<file path="config.mk">
export PLATFORM = sky130hd
export DESIGN_NAME = i2c_slave
export DESIGN_NICKNAME = d
export VERILOG_FILES = /design/src/rtl/i2c_slave.sv
export SDC_FILE = /design/constraint.sdc
export NUM_CORES = 1
export LEC_CHECK = 0
export CORE_MARGIN = 2
export CORE_UTILIZATION = 53
export CTS_BUF_LIST = sky130_fd_sc_hd__clkbuf_4 sky130_fd_sc_hd__clkbuf_8 sky130_fd_sc_hd__clkbuf_16
export CTS_CLUSTER_DIAMETER = 60
export DETAILED_ROUTE_END_ITERATION = 10
export PLACE_DENSITY = 0.76
export SETUP_SLACK_MARGIN = 0.02
export SLEW_MARGIN = 15
export SYNTH_ARGS = -nofsm -noshare
export SYNTH_HDL_FRONTEND = slang
export SYNTH_SLANG_ARGS = --single-unit
</file>
<file path="constraint.sdc">
create_clock -name clk -period 2.8 [get_ports clk]
set_input_delay 0.56 -clock clk [delete_from_list [all_inputs] [get_ports clk]]
set_output_delay 0.56 -clock clk [all_outputs]
set_load 0.005 [all_outputs]
</file>
<file path="src/rtl/i2c_slave.sv">
// i2c_slave: 7-bit addressed I2C target with byte-wide receive/transmit ports.
// Optional build macro I2C_SLAVE_STRETCH_EN: when defined, the block holds SCL
// low at the start of a read byte until tx_valid arrives instead of sending 8'hFF.
//
// Byte handshakes:
//   rx side: rx_valid is a one-clk pulse; rx_data holds the new byte from that
//            clk onward (no backpressure, every received byte is ACKed).
//   tx side: tx_valid=1 means tx_data holds a byte; tx_ready pulses for one clk
//            in the cycle the block takes tx_data into its shift register.
module i2c_slave #(
  parameter logic [6:0] SLAVE_ADDR = 7'h50
) (
  input  logic       clk,
  input  logic       rst_n,
  input  logic       scl_in,
  input  logic       sda_in,
  output logic       sda_oe,
  output logic       scl_oe,
  output logic [7:0] rx_data,
  output logic       rx_valid,
  input  logic [7:0] tx_data,
  input  logic       tx_valid,
  output logic       tx_ready,
  output logic [3:0] state,
  output logic       busy
);

  typedef enum logic [3:0] {
    ST_IDLE      = 4'd0,
    ST_ADDR      = 4'd1,
    ST_ADDR_ACK  = 4'd2,
    ST_RX        = 4'd3,
    ST_RX_ACK    = 4'd4,
    ST_TX        = 4'd5,
    ST_TX_ACK    = 4'd6,
    ST_WAIT_STOP = 4'd7
  } state_e;

  logic       scl_meta_q, scl_sync_q, scl_prev_q;
  logic       sda_meta_q, sda_sync_q, sda_prev_q;
  state_e     state_q, state_d;
  logic [3:0] bit_cnt_q, bit_cnt_d;
  logic [7:0] shift_q, shift_d;
  logic       sda_oe_q, sda_oe_d;
  logic [7:0] rx_data_q, rx_data_d;
  logic       rx_valid_q, rx_valid_d;
  logic       tx_ready_q, tx_ready_d;
`ifdef I2C_SLAVE_STRETCH_EN
  logic       scl_oe_q, scl_oe_d;
  logic       tx_wait_q, tx_wait_d;
`endif

  logic       scl_rise, scl_fall, start_det, stop_det;
  logic [7:0] byte_in, tx_byte;

  // Two-flop synchronizers plus one history flop for edge detection.
  always_ff @(posedge clk or negedge rst_n) begin
    if (!rst_n) begin
      scl_meta_q <= 1'b1;
      scl_sync_q <= 1'b1;
      scl_prev_q <= 1'b1;
      sda_meta_q <= 1'b1;
      sda_sync_q <= 1'b1;
      sda_prev_q <= 1'b1;
    end else begin
      scl_meta_q <= scl_in;
      scl_sync_q <= scl_meta_q;
      scl_prev_q <= scl_sync_q;
      sda_meta_q <= sda_in;
      sda_sync_q <= sda_meta_q;
      sda_prev_q <= sda_sync_q;
    end
  end

  assign scl_rise  = scl_sync_q & ~scl_prev_q;
  assign scl_fall  = ~scl_sync_q & scl_prev_q;
  assign start_det = scl_sync_q & sda_prev_q & ~sda_sync_q;
  assign stop_det  = scl_sync_q & ~sda_prev_q & sda_sync_q;
  assign byte_in   = {shift_q[6:0], sda_sync_q};
  assign tx_byte   = tx_valid ? tx_data : 8'hFF;

  // Next-state and datapath; START/STOP override any SCL edge in the same clk.
  always_comb begin
    state_d    = state_q;
    bit_cnt_d  = bit_cnt_q;
    shift_d    = shift_q;
    sda_oe_d   = sda_oe_q;
    rx_data_d  = rx_data_q;
    rx_valid_d = 1'b0;
    tx_ready_d = 1'b0;
`ifdef I2C_SLAVE_STRETCH_EN
    scl_oe_d   = scl_oe_q;
    tx_wait_d  = tx_wait_q;
`endif
    if (start_det || stop_det) begin
      state_d   = start_det ? ST_ADDR : ST_IDLE;
      bit_cnt_d = 4'd0;
      sda_oe_d  = 1'b0;
`ifdef I2C_SLAVE_STRETCH_EN
      scl_oe_d  = 1'b0;
      tx_wait_d = 1'b0;
`endif
    end else begin
      case (state_q)
        ST_ADDR, ST_RX: begin
          if (scl_rise) begin
            shift_d = byte_in;
            if (bit_cnt_q == 4'd7) begin
              bit_cnt_d = 4'd0;
              if (state_q == ST_RX) begin
                rx_data_d  = byte_in;
                rx_valid_d = 1'b1;
                state_d    = ST_RX_ACK;
              end else if (byte_in[7:1] == SLAVE_ADDR) begin
                state_d = ST_ADDR_ACK;
              end else begin
                state_d = ST_WAIT_STOP;
              end
            end else begin
              bit_cnt_d = bit_cnt_q + 4'd1;
            end
          end
        end
        // First SCL fall drives ACK, second fall ends it. shift_q[0] is R/W.
        ST_ADDR_ACK, ST_RX_ACK: begin
          if (scl_fall) begin
            if (!sda_oe_q) begin
              sda_oe_d = 1'b1;
            end else if (state_q == ST_ADDR_ACK && shift_q[0]) begin
              // Read: SCL is already low, so bit 7 goes onto SDA right away.
              state_d = ST_TX;
`ifdef I2C_SLAVE_STRETCH_EN
              if (!tx_valid) begin
                sda_oe_d  = 1'b0;
                scl_oe_d  = 1'b1;
                tx_wait_d = 1'b1;
                bit_cnt_d = 4'd0;
              end else
`endif
              begin
                shift_d    = {tx_byte[6:0], 1'b0};
                sda_oe_d   = ~tx_byte[7];
                bit_cnt_d  = 4'd1;
                tx_ready_d = tx_valid;
              end
            end else begin
              sda_oe_d = 1'b0;
              state_d  = ST_RX;
            end
          end
        end
        ST_TX: begin
`ifdef I2C_SLAVE_STRETCH_EN
          if (tx_wait_q) begin
            if (tx_valid) begin
              tx_wait_d  = 1'b0;
              tx_ready_d = 1'b1;
              scl_oe_d   = 1'b0;
              if (scl_oe_q || scl_fall) begin
                shift_d   = {tx_data[6:0], 1'b0};
                sda_oe_d  = ~tx_data[7];
                bit_cnt_d = 4'd1;
              end else begin
                shift_d = tx_data;
              end
            end else if (scl_fall) begin
              scl_oe_d = 1'b1;
            end
          end else
`endif
          if (scl_fall) begin
            if (bit_cnt_q == 4'd8) begin
              sda_oe_d  = 1'b0;
              bit_cnt_d = 4'd0;
              state_d   = ST_TX_ACK;
            end else begin
              sda_oe_d  = ~shift_q[7];
              shift_d   = {shift_q[6:0], 1'b0};
              bit_cnt_d = bit_cnt_q + 4'd1;
            end
          end
        end
        // Master ACK (SDA low) starts another byte; NACK ends the read.
        ST_TX_ACK: begin
          if (scl_rise) begin
            if (!sda_sync_q) begin
              state_d   = ST_TX;
              bit_cnt_d = 4'd0;
`ifdef I2C_SLAVE_STRETCH_EN
              if (!tx_valid) begin
                tx_wait_d = 1'b1;
              end else
`endif
              begin
                shift_d    = tx_byte;
                tx_ready_d = tx_valid;
              end
            end else begin
              state_d = ST_WAIT_STOP;
            end
          end
        end
        default: ;
      endcase
    end
  end

  // Protocol state registers.
  always_ff @(posedge clk or negedge rst_n) begin
    if (!rst_n) begin
      state_q    <= ST_IDLE;
      bit_cnt_q  <= 4'd0;
      shift_q    <= 8'h00;
      sda_oe_q   <= 1'b0;
      rx_data_q  <= 8'h00;
      rx_valid_q <= 1'b0;
      tx_ready_q <= 1'b0;
`ifdef I2C_SLAVE_STRETCH_EN
      scl_oe_q   <= 1'b0;
      tx_wait_q  <= 1'b0;
`endif
    end else begin
      state_q    <= state_d;
      bit_cnt_q  <= bit_cnt_d;
      shift_q    <= shift_d;
      sda_oe_q   <= sda_oe_d;
      rx_data_q  <= rx_data_d;
      rx_valid_q <= rx_valid_d;
      tx_ready_q <= tx_ready_d;
`ifdef I2C_SLAVE_STRETCH_EN
      scl_oe_q   <= scl_oe_d;
      tx_wait_q  <= tx_wait_d;
`endif
    end
  end

`ifdef I2C_SLAVE_STRETCH_EN
  assign scl_oe = scl_oe_q;
`else
  assign scl_oe = 1'b0;
`endif
  assign sda_oe   = sda_oe_q;
  assign rx_data  = rx_data_q;
  assign rx_valid = rx_valid_q;
  assign tx_ready = tx_ready_q;
  assign state    = state_q;
  assign busy     = (state_q != ST_IDLE);

endmodule

</file>
==> metrics.txt, run 1 <==
worst setup path end=shift_q[7]; antenna diode count=0; final antenna-violating net count=0; Sequential cell area=808 µm²; setup TNS after final layout=0 ns; cells along the critical path=nand2b_1, nor2_1, o31a_1, a2111oi_4, mux2_2; combinational share of power=40.5%; switching power=0.745 mW; Final Slew Violations=0; H-tree Lvls=2; Synth Warn #=0; Worst Path Class, Setup=reg -> reg; first-pass GRT wire length=7960 µm; global-route total usage across every layer=25.0%; final critical path time including I/O delays and setup=2.52 ns; tightest slew margin relative to the limit=50.8%; post-layout util=67.0%; Layout area overhead=19.6%; CTS tree=done; synthesis-stage register bit count=32; largest stage delay on the critical path=0.72 ns; unique cell type count in the Yosys netlist=50; outcome=completed; sequential cell area fraction in the yosys report=42.2%; Placement Cell Area=2210 µm²; Max clock buf depth=2; leakage component of the power=0.944 nW; number of cells traversed by the worst register-to-register path=5; final worst clock skew=0.00717 ns; Total Routed Length=4590 µm; number of hold violations in the final report=0; FFs w/ async S/R, synth=100%; initial DRC count=173; total of buffers placed on input and output ports=27; achievable clock frequency=397 MHz; largest net degree at the start of global routing=33; internal power=1.14 mW; full die area=4110 µm²; Clock Power Share=19.1%; post-synthesis cell area=1910 µm²; horizontal die dimension=64.1 µm; area fraction of the dominant cell type after synthesis=34.0%; number of max-cap violations=0; number of enable flip-flop cells after synthesis=0; area of the multi-input gates=1020 µm²; NumNets Final=238; synthesized area divided by synthesized cell count=9.77 µm²; DP HPWL=3250 µm; top cells by area in the synthesized netlist=dfrtp_1 (34%), mux2_2 (9.4%), dfstp_2 (8.2%); worst min path class=reg -> reg; Congestion Overflow GR=0; data required time at the worst endpoint=3.03 ns; global placer's final weighted congestion=0.903; final routed wire length divided by cell count=17.0 µm; fin crit share=89.9%; main flop type after synthesis=dfrtp_1; number of ports placed on the die boundary=30; Worst-path clk slew=0.10 ns; power density over the cells=823 nW/µm²; Max rail drop VDD=0.410 mV; via count of the first global-routing pass=1644; fraction of power consumed by sequential logic=40.4%; startpoint type of the worst setup path=register; unrepaired setup endpoints after global routing=false; type of destination of the critical path=register; cell count after synthesis=196; worst reg2reg path startpoint=state[2]; post-cts sizing count=0; WHS=0.367 ns; worst-path cell with the longest stage delay=dfrtp_1; switching share of power=39.6%; slack of the worst reg-to-reg path=0.28 ns; Post-CTS Repair Setup Buffers=0; Std-Cell Rows=21; arrival time of data at the critical path endpoint=2.74 ns; endpoint of the lowest-slack register-to-register path=shift_q[7]; number of CTS-inserted buffers=5; core outline area=3420 µm²; Sink Count=32; DRC errors left=0; Vias=1671; post-route design area=2290 µm²; Final Setup Violations=0; layout cell share with drive strength beyond 1=17.4%; die height=64.1 µm; area leader, netlist=dfrtp_1; CTS Root Buffer Type=clkbuf_4; Worst Max-Slew Pin Slew=0.735 ns; Layout fillers=284; Worst-Skew Late Latency=0.34 ns; vias per cell=6.19; number of detailed-route iterations in the first pass=4; starting utilization of the core area=56.0%; maximum fanout count along the critical path=20; Critical Path Start=state[2]; number of buffers added to fix hold violations after cts=0; number of antenna violations at the first check in global routing=0
cell families (layout without fill, tap and decap cells):
family | after synthesis | in the layout | share of synthesized area [%]
compound gates | 51 | 51 | 20.1
xor+xnor | 1 | 1 | 0.458
buf+inv | 19 | 46 | 4.64
other cells | 1 | 2 | 0.196
simple gates | 74 | 74 | 21.7
flops | 32 | 32 | 42.2
fa+ha+maj | 2 | 2 | 1.31
mux | 16 | 16 | 9.41
worst min path at each step:
stage / start / to / slack (ns) / cells past startpoint
after floorplan: rst_n / bit_cnt_q[0] / 0.26 / 0
after global placement: scl_meta_q / scl_sync_q / 0.35 / 0
after detailed placement: sda_meta_q / sda_sync_q / 0.35 / 0
after CTS: scl_meta_q / scl_sync_q / 0.37 / 0
after global routing: scl_meta_q / scl_sync_q / 0.38 / 0
final: sda_meta_q / sda_sync_q / 0.37 / 0
state kept, by name, indices dropped and copies added, names as in the netlist:
signal / flops
sda_meta_q: 1
sda_oe: 1
sda_prev_q: 1
sda_sync_q: 1
tx_ready: 1
scl_prev_q: 1
rx_valid: 1
state: 3
scl_meta_q: 1
bit_cnt_q: 4
rx_data: 8
shift_q: 8
scl_sync_q: 1
layout by cell type, fill, tap and decap left out, types with 4 or more instances in the layout:
cell	n
a21oi_1	7
a22oi_1	6
clkbuf_4	6
clkdlybuf4s50_1	27
dfrtp_1	26
dfstp_2	6
inv_1	8
mux2_2	16
nand2_1	22
nand2b_1	14
nand3_1	4
nor2_1	8
nor2b_1	7
o21ai_0	10
stage by stage:
stage          worst slack [ns]  power (mW)  cells
6_report                  0.282        1.88    270
5_1_grt                   0.141        2.02    270
4_1_cts                   0.328        1.87    270
3_5_place_dp              0.347        1.51    262
3_3_place_gp              0.447        1.49    262
2_1_floorplan             0.672        1.29    197
cell type report:
| cell class | count | share of cell area (%) |
|---|---|---|
| Clock buffer | 6 | 1.97 |
| Clock inverter | 2 | 1.53 |
| Inverter | 8 | 1.31 |
| Multi-Input combinational cell | 146 | 44.6 |
| Sequential cell | 32 | 35.3 |
| Tap cell | 46 | 2.51 |
| Timing Repair Buffer | 30 | 12.8 |
power by group through the flow:
stage	clock network [mW]	registers [mW]	logic, mW
floorplan	0	0.639	0.652
detailed placement	0	0.761	0.750
finish	0.360	0.760	0.764
global placement	0	0.753	0.735
CTS	0.366	0.752	0.756
global route	0.384	0.782	0.852
metal layers:
| layer | vias up | track usage [%] | part of all wire (%) |
|---|---|---|---|
| li1 | 774 | - | - |
| met1 | 807 | 33.6 | 44 |
| met2 | 78 | 39.6 | 48 |
| met3 | 12 | 4.58 | 6.7 |
| met4 | 0 | 10.9 | 1.9 |
| met5 | - | 0 | 0 |
critical path, delay by kind of cell, from the launching register on:
family             cells  cell delay (ns)
and+or+nand+nor        2             0.40
AOI/OAI and AO/OA      2             0.88
DFF                    1             0.72
muxes                  1             0.41
Yosys cell counts, types with 3 or more instances:
cell type	number
nand4_1	3
buf_4	3
inv_1	8
nand2b_1	14
mux2_2	16
a21oi_1	7
nor2_1	8
buf_2	5
clkbuf_1	3
nand3_1	4
nand2_1	22
o21ai_0	10
a22oi_1	6
a211oi_1	3
o211ai_1	3
dfstp_2	6
dfrtp_1	26
nor2b_1	7
and3b_1	3
(Power assumes the default switching activity.)
==> run 2: changes to the inputs <==
--- a/config.mk
+++ b/config.mk
@@ -5,12 +5,13 @@
 export SDC_FILE = /design/constraint.sdc
 export NUM_CORES = 1
 export LEC_CHECK = 0
+export CORE_ASPECT_RATIO = 0.5
 export CORE_MARGIN = 2
-export CORE_UTILIZATION = 53
+export CORE_UTILIZATION = 45
 export CTS_BUF_LIST = sky130_fd_sc_hd__clkbuf_4 sky130_fd_sc_hd__clkbuf_8 sky130_fd_sc_hd__clkbuf_16
 export CTS_CLUSTER_DIAMETER = 60
 export DETAILED_ROUTE_END_ITERATION = 10
-export PLACE_DENSITY = 0.76
+export PLACE_DENSITY = 0.66
 export SETUP_SLACK_MARGIN = 0.02
 export SLEW_MARGIN = 15
 export SYNTH_ARGS = -nofsm -noshare
==> run 2 against run 1 <==
Compared with the run above: global-route usage down 3.8 points; final area up 2.5%; die area up 17%; critical endpoint is now shift_q[0].
==> metrics.txt, run 2 (synthesized netlist as in run 1, its figures left out) <==
number of antenna violations at the first check in global routing=0 (unchanged); most frequent standard cell in the layout excluding fill and tap cells=clkdlybuf4s50_1 (unchanged); final worst clock skew=0.00630 ns (was 0.00717 ns); Final Slew Violations=0 (unchanged); horizontal die dimension=96.2 µm (was 64.1 µm); Layout area overhead=22.5% (was 19.6%); startpoint type of the worst setup path=register (unchanged); Max rail drop VDD=0.384 mV (was 0.410 mV); via count of the first global-routing pass=1536 (was 1644); slack of the worst reg-to-reg path=0.31 ns (was 0.28 ns); achievable clock frequency=402 MHz (was 397 MHz); first-pass GRT wire length=7690 µm (was 7960 µm); Post-CTS Repair Setup Buffers=0 (unchanged); number of cells traversed by the worst register-to-register path=5 (unchanged); DRC errors left=0 (unchanged); maximum fanout count along the critical path=20 (unchanged); Placement Cell Area=2230 µm² (was 2210 µm²); antenna diode count=0 (unchanged); outcome=completed (unchanged); global placer's final weighted congestion=0.866 (was 0.903); Sequential cell area=808 µm² (unchanged); number of CTS-inserted buffers=5 (unchanged); data required time at the worst endpoint=2.97 ns (was 3.03 ns); worst reg2reg path startpoint=state[2] (unchanged); core outline area=3980 µm² (was 3420 µm²); cell depth of the worst setup path=5 (unchanged); type of destination of the critical path=register (unchanged); number of hold violations in the final report=0 (unchanged); Placed Cells=272 (was 262); number of detailed-route iterations in the first pass=4 (unchanged); die height=50.1 µm (was 64.1 µm); Worst Path Class, Setup=reg -> reg (unchanged); number of max-cap violations=0 (unchanged); DP HPWL=3350 µm (was 3250 µm); CTS Root Buffer Type=clkbuf_8 (was clkbuf_4); hold path startpoint=scl_meta_q (was sda_meta_q); number of ports placed on the die boundary=30 (unchanged); fin crit share=88.8% (was 89.9%); global-route total usage across every layer=21.2% (was 25.0%); H-tree Lvls=2 (unchanged); arrival time of data at the critical path endpoint=2.65 ns (was 2.74 ns); endpoint of the lowest-slack register-to-register path=shift_q[0] (was shift_q[7]); top library cells by usage in the layout, fill and taps aside=clkdlybuf4s50_1 (27), dfrtp_1 (26), nand2_1 (22) (unchanged); Total Routed Length=4630 µm (was 4590 µm); family with the most delay on the worst path=compound AO/OA/AOI/OAI gates (unchanged); Worst-path clk slew=0.07 ns (was 0.10 ns); CTS tree=done (unchanged); vias per cell=5.82 (was 6.19); largest stage delay on the critical path=0.71 ns (was 0.72 ns); unrepaired setup endpoints after global routing=false (unchanged); Hold Path End=scl_sync_q (was sda_sync_q); Final Setup Violations=0 (unchanged); full die area=4820 µm² (was 4110 µm²); Vias=1630 (was 1671); post-route design area=2350 µm² (was 2290 µm²); Finished Layout Cells=280 (was 270); final antenna-violating net count=0 (unchanged); worst-path cell with the longest stage delay=dfrtp_1 (unchanged); largest net degree at the start of global routing=33 (unchanged); initial DRC count=78 (was 173); NumNets Final=240 (was 238); post-cts sizing count=0 (unchanged); tightest slew margin relative to the limit=44.7% (was 50.8%); area of the multi-input gates=1020 µm² (unchanged); power density over the cells=852 nW/µm² (was 823 nW/µm²); WHS=0.357 ns (was 0.367 ns); Worst-Skew Late Latency=0.29 ns (was 0.34 ns); setup TNS after final layout=0 ns (unchanged); Sink Count=32 (unchanged); Layout fillers=356 (was 284); Max clock buf depth=2 (unchanged); final routed wire length divided by cell count=16.5 µm (was 17.0 µm); total of buffers placed on input and output ports=27 (unchanged); Congestion Overflow GR=0 (unchanged); number of buffers added to fix hold violations after cts=0 (unchanged); worst min path class=reg -> reg (unchanged); Bufs and invs on worst path=0 (unchanged); final critical path time including I/O delays and setup=2.49 ns (was 2.52 ns); cells along the critical path=nand2b_1, nor2_1, o31a_1, a2111oi_4, mux2_2 (unchanged); leakage component of the power=0.967 nW (was 0.944 nW); Power Total=2.00 mW (was 1.88 mW); Critical Path Start=state[2] (unchanged); starting utilization of the core area=48.1% (was 56.0%); Std-Cell Rows=16 (was 21); Worst Max-Slew Pin Slew=0.826 ns (was 0.735 ns); layout cell share with drive strength beyond 1=18.1% (was 17.4%); Hold Path Stages=0 (unchanged)
[run 2: cell count changes in the layout (fill, tap and decap cells not counted), sizes merged]
cell / change
buf: +2
[run 2: worst register-to-register path, cell delays in order (launching register included)]
cell and delay [ns]:
dfrtp_1 0.71, nand2b_1 0.32, nor2_1 0.06, o31a_1 0.27, a2111oi_4 0.61, mux2_2 0.40
[run 2: through the flow]
| step | utilization [%] | worst slack [ns] |
|---|---|---|
| CTS | 58.9 | 0.325 |
| floorplan | - | 0.672 |
| global route | 58.9 | 0.185 |
| global placement | 56.1 | 0.378 |
| finish | 58.9 | 0.314 |
| detailed placement | 56.1 | 0.343 |
[run 2: worst max-delay path by stage]
stage,endpoint
6_report,shift_q[0]
5_1_grt,shift_q[3]
4_1_cts,shift_q[1]
3_5_place_dp,shift_q[1]
3_3_place_gp,shift_q[5]
2_1_floorplan,state[1]
[run 2: final cells by class]
class	instances	area share, %
timing repair buffer	32	13.1
sequential	32	34.5
tap	54	2.88
multi-input combinational	146	43.5
clock buffer	6	3.25
clock inverter	2	1.49
inverter	8	1.28
[run 2: routing by layer]
metal  share of wire (%)  GRT usage [%]
met2                  42           30.2
met3                 7.5           4.74
met4                0.99           5.00
met1                  50           32.4
met5                   0              0
[run 2: power by group]
part	switching, mW	internal, mW	total [mW]
Clock	0.181	0.274	0.454
Sequential	0.183	0.562	0.745
Combinational	0.399	0.402	0.800
Total	0.762	1.24	2.00
==> run 3: changes to the inputs <==
==> constraint.sdc (replaced) <==
create_clock -name clk -period 2.8 [get_ports clk]
set_input_delay 0.84 -clock clk [delete_from_list [all_inputs] [get_ports clk]]
set_output_delay 0.84 -clock clk [all_outputs]
set_load 0.005 [all_outputs]
==> run 3 against run 2 <==
Compared with the run above: setup slack lost 0.21 ns; sequential power shrank 3.6%; final area grew 0.91%; register-to-register slack gained 0.02 ns; fmax shrank 7.9%; count of clock-buffer cells in the layout shrank 1; combinational power grew 5.2%; flip-flop and latch count is the same; critical path type is now reg -> out; highest routed layer unchanged.
==> metrics.txt, run 3 (synthesized netlist as in run 1, its figures left out) <==
Worst-Skew Late Latency=0.29 ns (about the same); post-route design area=2370 µm² (was 2350 µm²); tightest slew margin relative to the limit=46.9% (was 44.7%); die height=50.1 µm (unchanged); achievable clock frequency=371 MHz (was 402 MHz); unrepaired setup endpoints after global routing=false (unchanged); CTS tree=done (unchanged); Placement Cell Area=2250 µm² (was 2230 µm²); highest routed layer=met4 (unchanged); final worst clock skew=0.00310 ns (was 0.00630 ns); most frequent standard cell in the layout excluding fill and tap cells=clkdlybuf4s50_1 (unchanged); switching share of power=38.6% (was 38.1%); Max clock buf depth=2 (unchanged); routed wire length on met3=355 µm (was 346 µm); DP HPWL=3500 µm (was 3350 µm); slack of the worst reg-to-reg path=0.33 ns (was 0.31 ns); top library cells by usage in the layout, fill and taps aside=clkdlybuf4s50_1 (27), dfrtp_1 (25), nand2_1 (22) (was clkdlybuf4s50_1 (27), dfrtp_1 (26), nand2_1 (22)); largest net degree at the start of global routing=27 (was 33); Clock Power Share=22.3% (was 22.7%); power density over the cells=848 nW/µm² (was 852 nW/µm²); global placer's final weighted congestion=0.900 (was 0.866); Congestion Overflow GR=0 (unchanged); worst setup slack after placement=0.353 ns (was 0.343 ns); Critical Path Start=state[2] (unchanged); vias per cell=5.98 (was 5.82); setup TNS after final layout=0 ns (unchanged); first-pass GRT wire length=7990 µm (was 7690 µm); post-layout util=59.4% (was 58.9%); number of detailed-route iterations in the first pass=5 (was 4); fraction of power consumed by sequential logic=35.7% (was 37.3%); Sink Count=32 (unchanged); Max rail drop VDD=0.357 mV (was 0.384 mV); combinational share of power=41.9% (was 40.0%); Vias=1680 (was 1630); via count of the first global-routing pass=1601 (was 1536); fin crit share=96.4% (was 88.8%); final antenna-violating net count=0 (unchanged); full die area=4820 µm² (unchanged); number of antenna violations at the first check in global routing=0 (unchanged); Final Slew Violations=0 (unchanged); worst path setup slack after routing=0.101 ns (was 0.314 ns); worst setup path end=busy (was shift_q[0]); Placed Cells=273 (was 272); maximum fanout count along the critical path=20 (unchanged); data required time at the worst endpoint=1.96 ns (was 2.97 ns); initial DRC count=89 (was 78); layout cell share with drive strength beyond 1=18.9% (was 18.1%); final critical path time including I/O delays and setup=2.70 ns (was 2.49 ns); starting utilization of the core area=48.1% (unchanged); CTS Root Buffer Type=clkbuf_8 (unchanged); Layout area overhead=23.7% (was 22.5%); leakage component of the power=0.971 nW (was 0.967 nW); Std-Cell Rows=16 (unchanged); post-route met1 wirelength=2340 µm (was 2310 µm); global-route total usage across every layer=22.6% (was 21.2%); Worst Path Class, Setup=reg -> out (was reg -> reg); wire length on met2=2050 µm (was 1930 µm); DRC errors left=0 (unchanged); WHS=0.359 ns (was 0.357 ns); Worst-path clk slew=0.07 ns (about the same); arrival time of data at the critical path endpoint=1.86 ns (was 2.65 ns); Layout fillers=368 (was 356); endpoint of the lowest-slack register-to-register path=shift_q[6] (was shift_q[0]); number of CTS-inserted buffers=5 (unchanged); Final Setup Violations=0 (unchanged); worst min path class=reg -> reg (unchanged); Finished Layout Cells=281 (was 280); H-tree Lvls=2 (unchanged); switching power=0.776 mW (was 0.762 mW); worst reg2reg path startpoint=state[2] (unchanged); antenna diode count=0 (unchanged); NumNets Final=241 (was 240); internal power=1.23 mW (was 1.24 mW); outcome=completed (unchanged); horizontal die dimension=96.2 µm (unchanged); number of max-cap violations=0 (unchanged); core outline area=3980 µm² (unchanged); number of hold violations in the final report=0 (unchanged); Total Routed Length=4800 µm (was 4630 µm); total of buffers placed on input and output ports=27 (unchanged); number of ports placed on the die boundary=30 (unchanged); final routed wire length divided by cell count=17.1 µm (was 16.5 µm); number of buffers added to fix hold violations after cts=0 (unchanged); type of destination of the critical path=primary output (was register); number of cells traversed by the worst register-to-register path=5 (unchanged); startpoint type of the worst setup path=register (unchanged); Power Total=2.01 mW (was 2.00 mW); Worst Max-Slew Pin Slew=0.793 ns (was 0.826 ns)
[run 3: timing repair]
action,CTS,global route
hold endpoints to repair,0,0
resized for setup,0,1
setup endpoints to repair,0,1
buffers inserted,0,0
[run 3: area by class of cell]
type,count,area (µm²),area share [%]
multi-input cells,146,1020,43.1
repair buffers,33,328,13.8
flip-flops and latches,32,810,34.2
clock inverters,3,42.5,1.80
inverters,8,30.0,1.27
clock buffers,5,68.8,2.91
well taps,54,67.6,2.85
[run 3: layer usage]
metal / vias up / track usage, %
met5: - / 0
met4: 0 / 9.76
met3: 4 / 5.96
met2: 70 / 30.7
met1: 825 / 33.2
li1: 781 / -
[run 3: worst min-delay path by stage]
| stage | from | end | slack (ns) | cells past startpoint |
|---|---|---|---|---|
| global placement | scl_meta_q | scl_sync_q | 0.35 | 0 |
| global route | sda_meta_q | sda_sync_q | 0.36 | 0 |
| detailed placement | sda_meta_q | sda_sync_q | 0.35 | 0 |
| floorplan | scl_meta_q | scl_sync_q | 0.35 | 0 |
| CTS | sda_meta_q | sda_sync_q | 0.36 | 0 |
| finish | sda_meta_q | sda_sync_q | 0.36 | 0 |
[run 3: worst max-delay path, stage by stage, from the launching register on]
cell and delay [ns]:
dfrtp_1 0.71, nor2_1 0.23, nand2_1 0.12, clkdlybuf4s50_1 0.50
[run 3: power by group through the flow]
stage / Combinational [mW] / Sequential, mW / Clock [mW]
global route: 0.930 / 0.740 / 0.477
detailed placement: 0.831 / 0.721 / 0
CTS: 0.835 / 0.712 / 0.457
floorplan: 0.652 / 0.639 / 0
global placement: 0.828 / 0.717 / 0
finish: 0.842 / 0.718 / 0.449
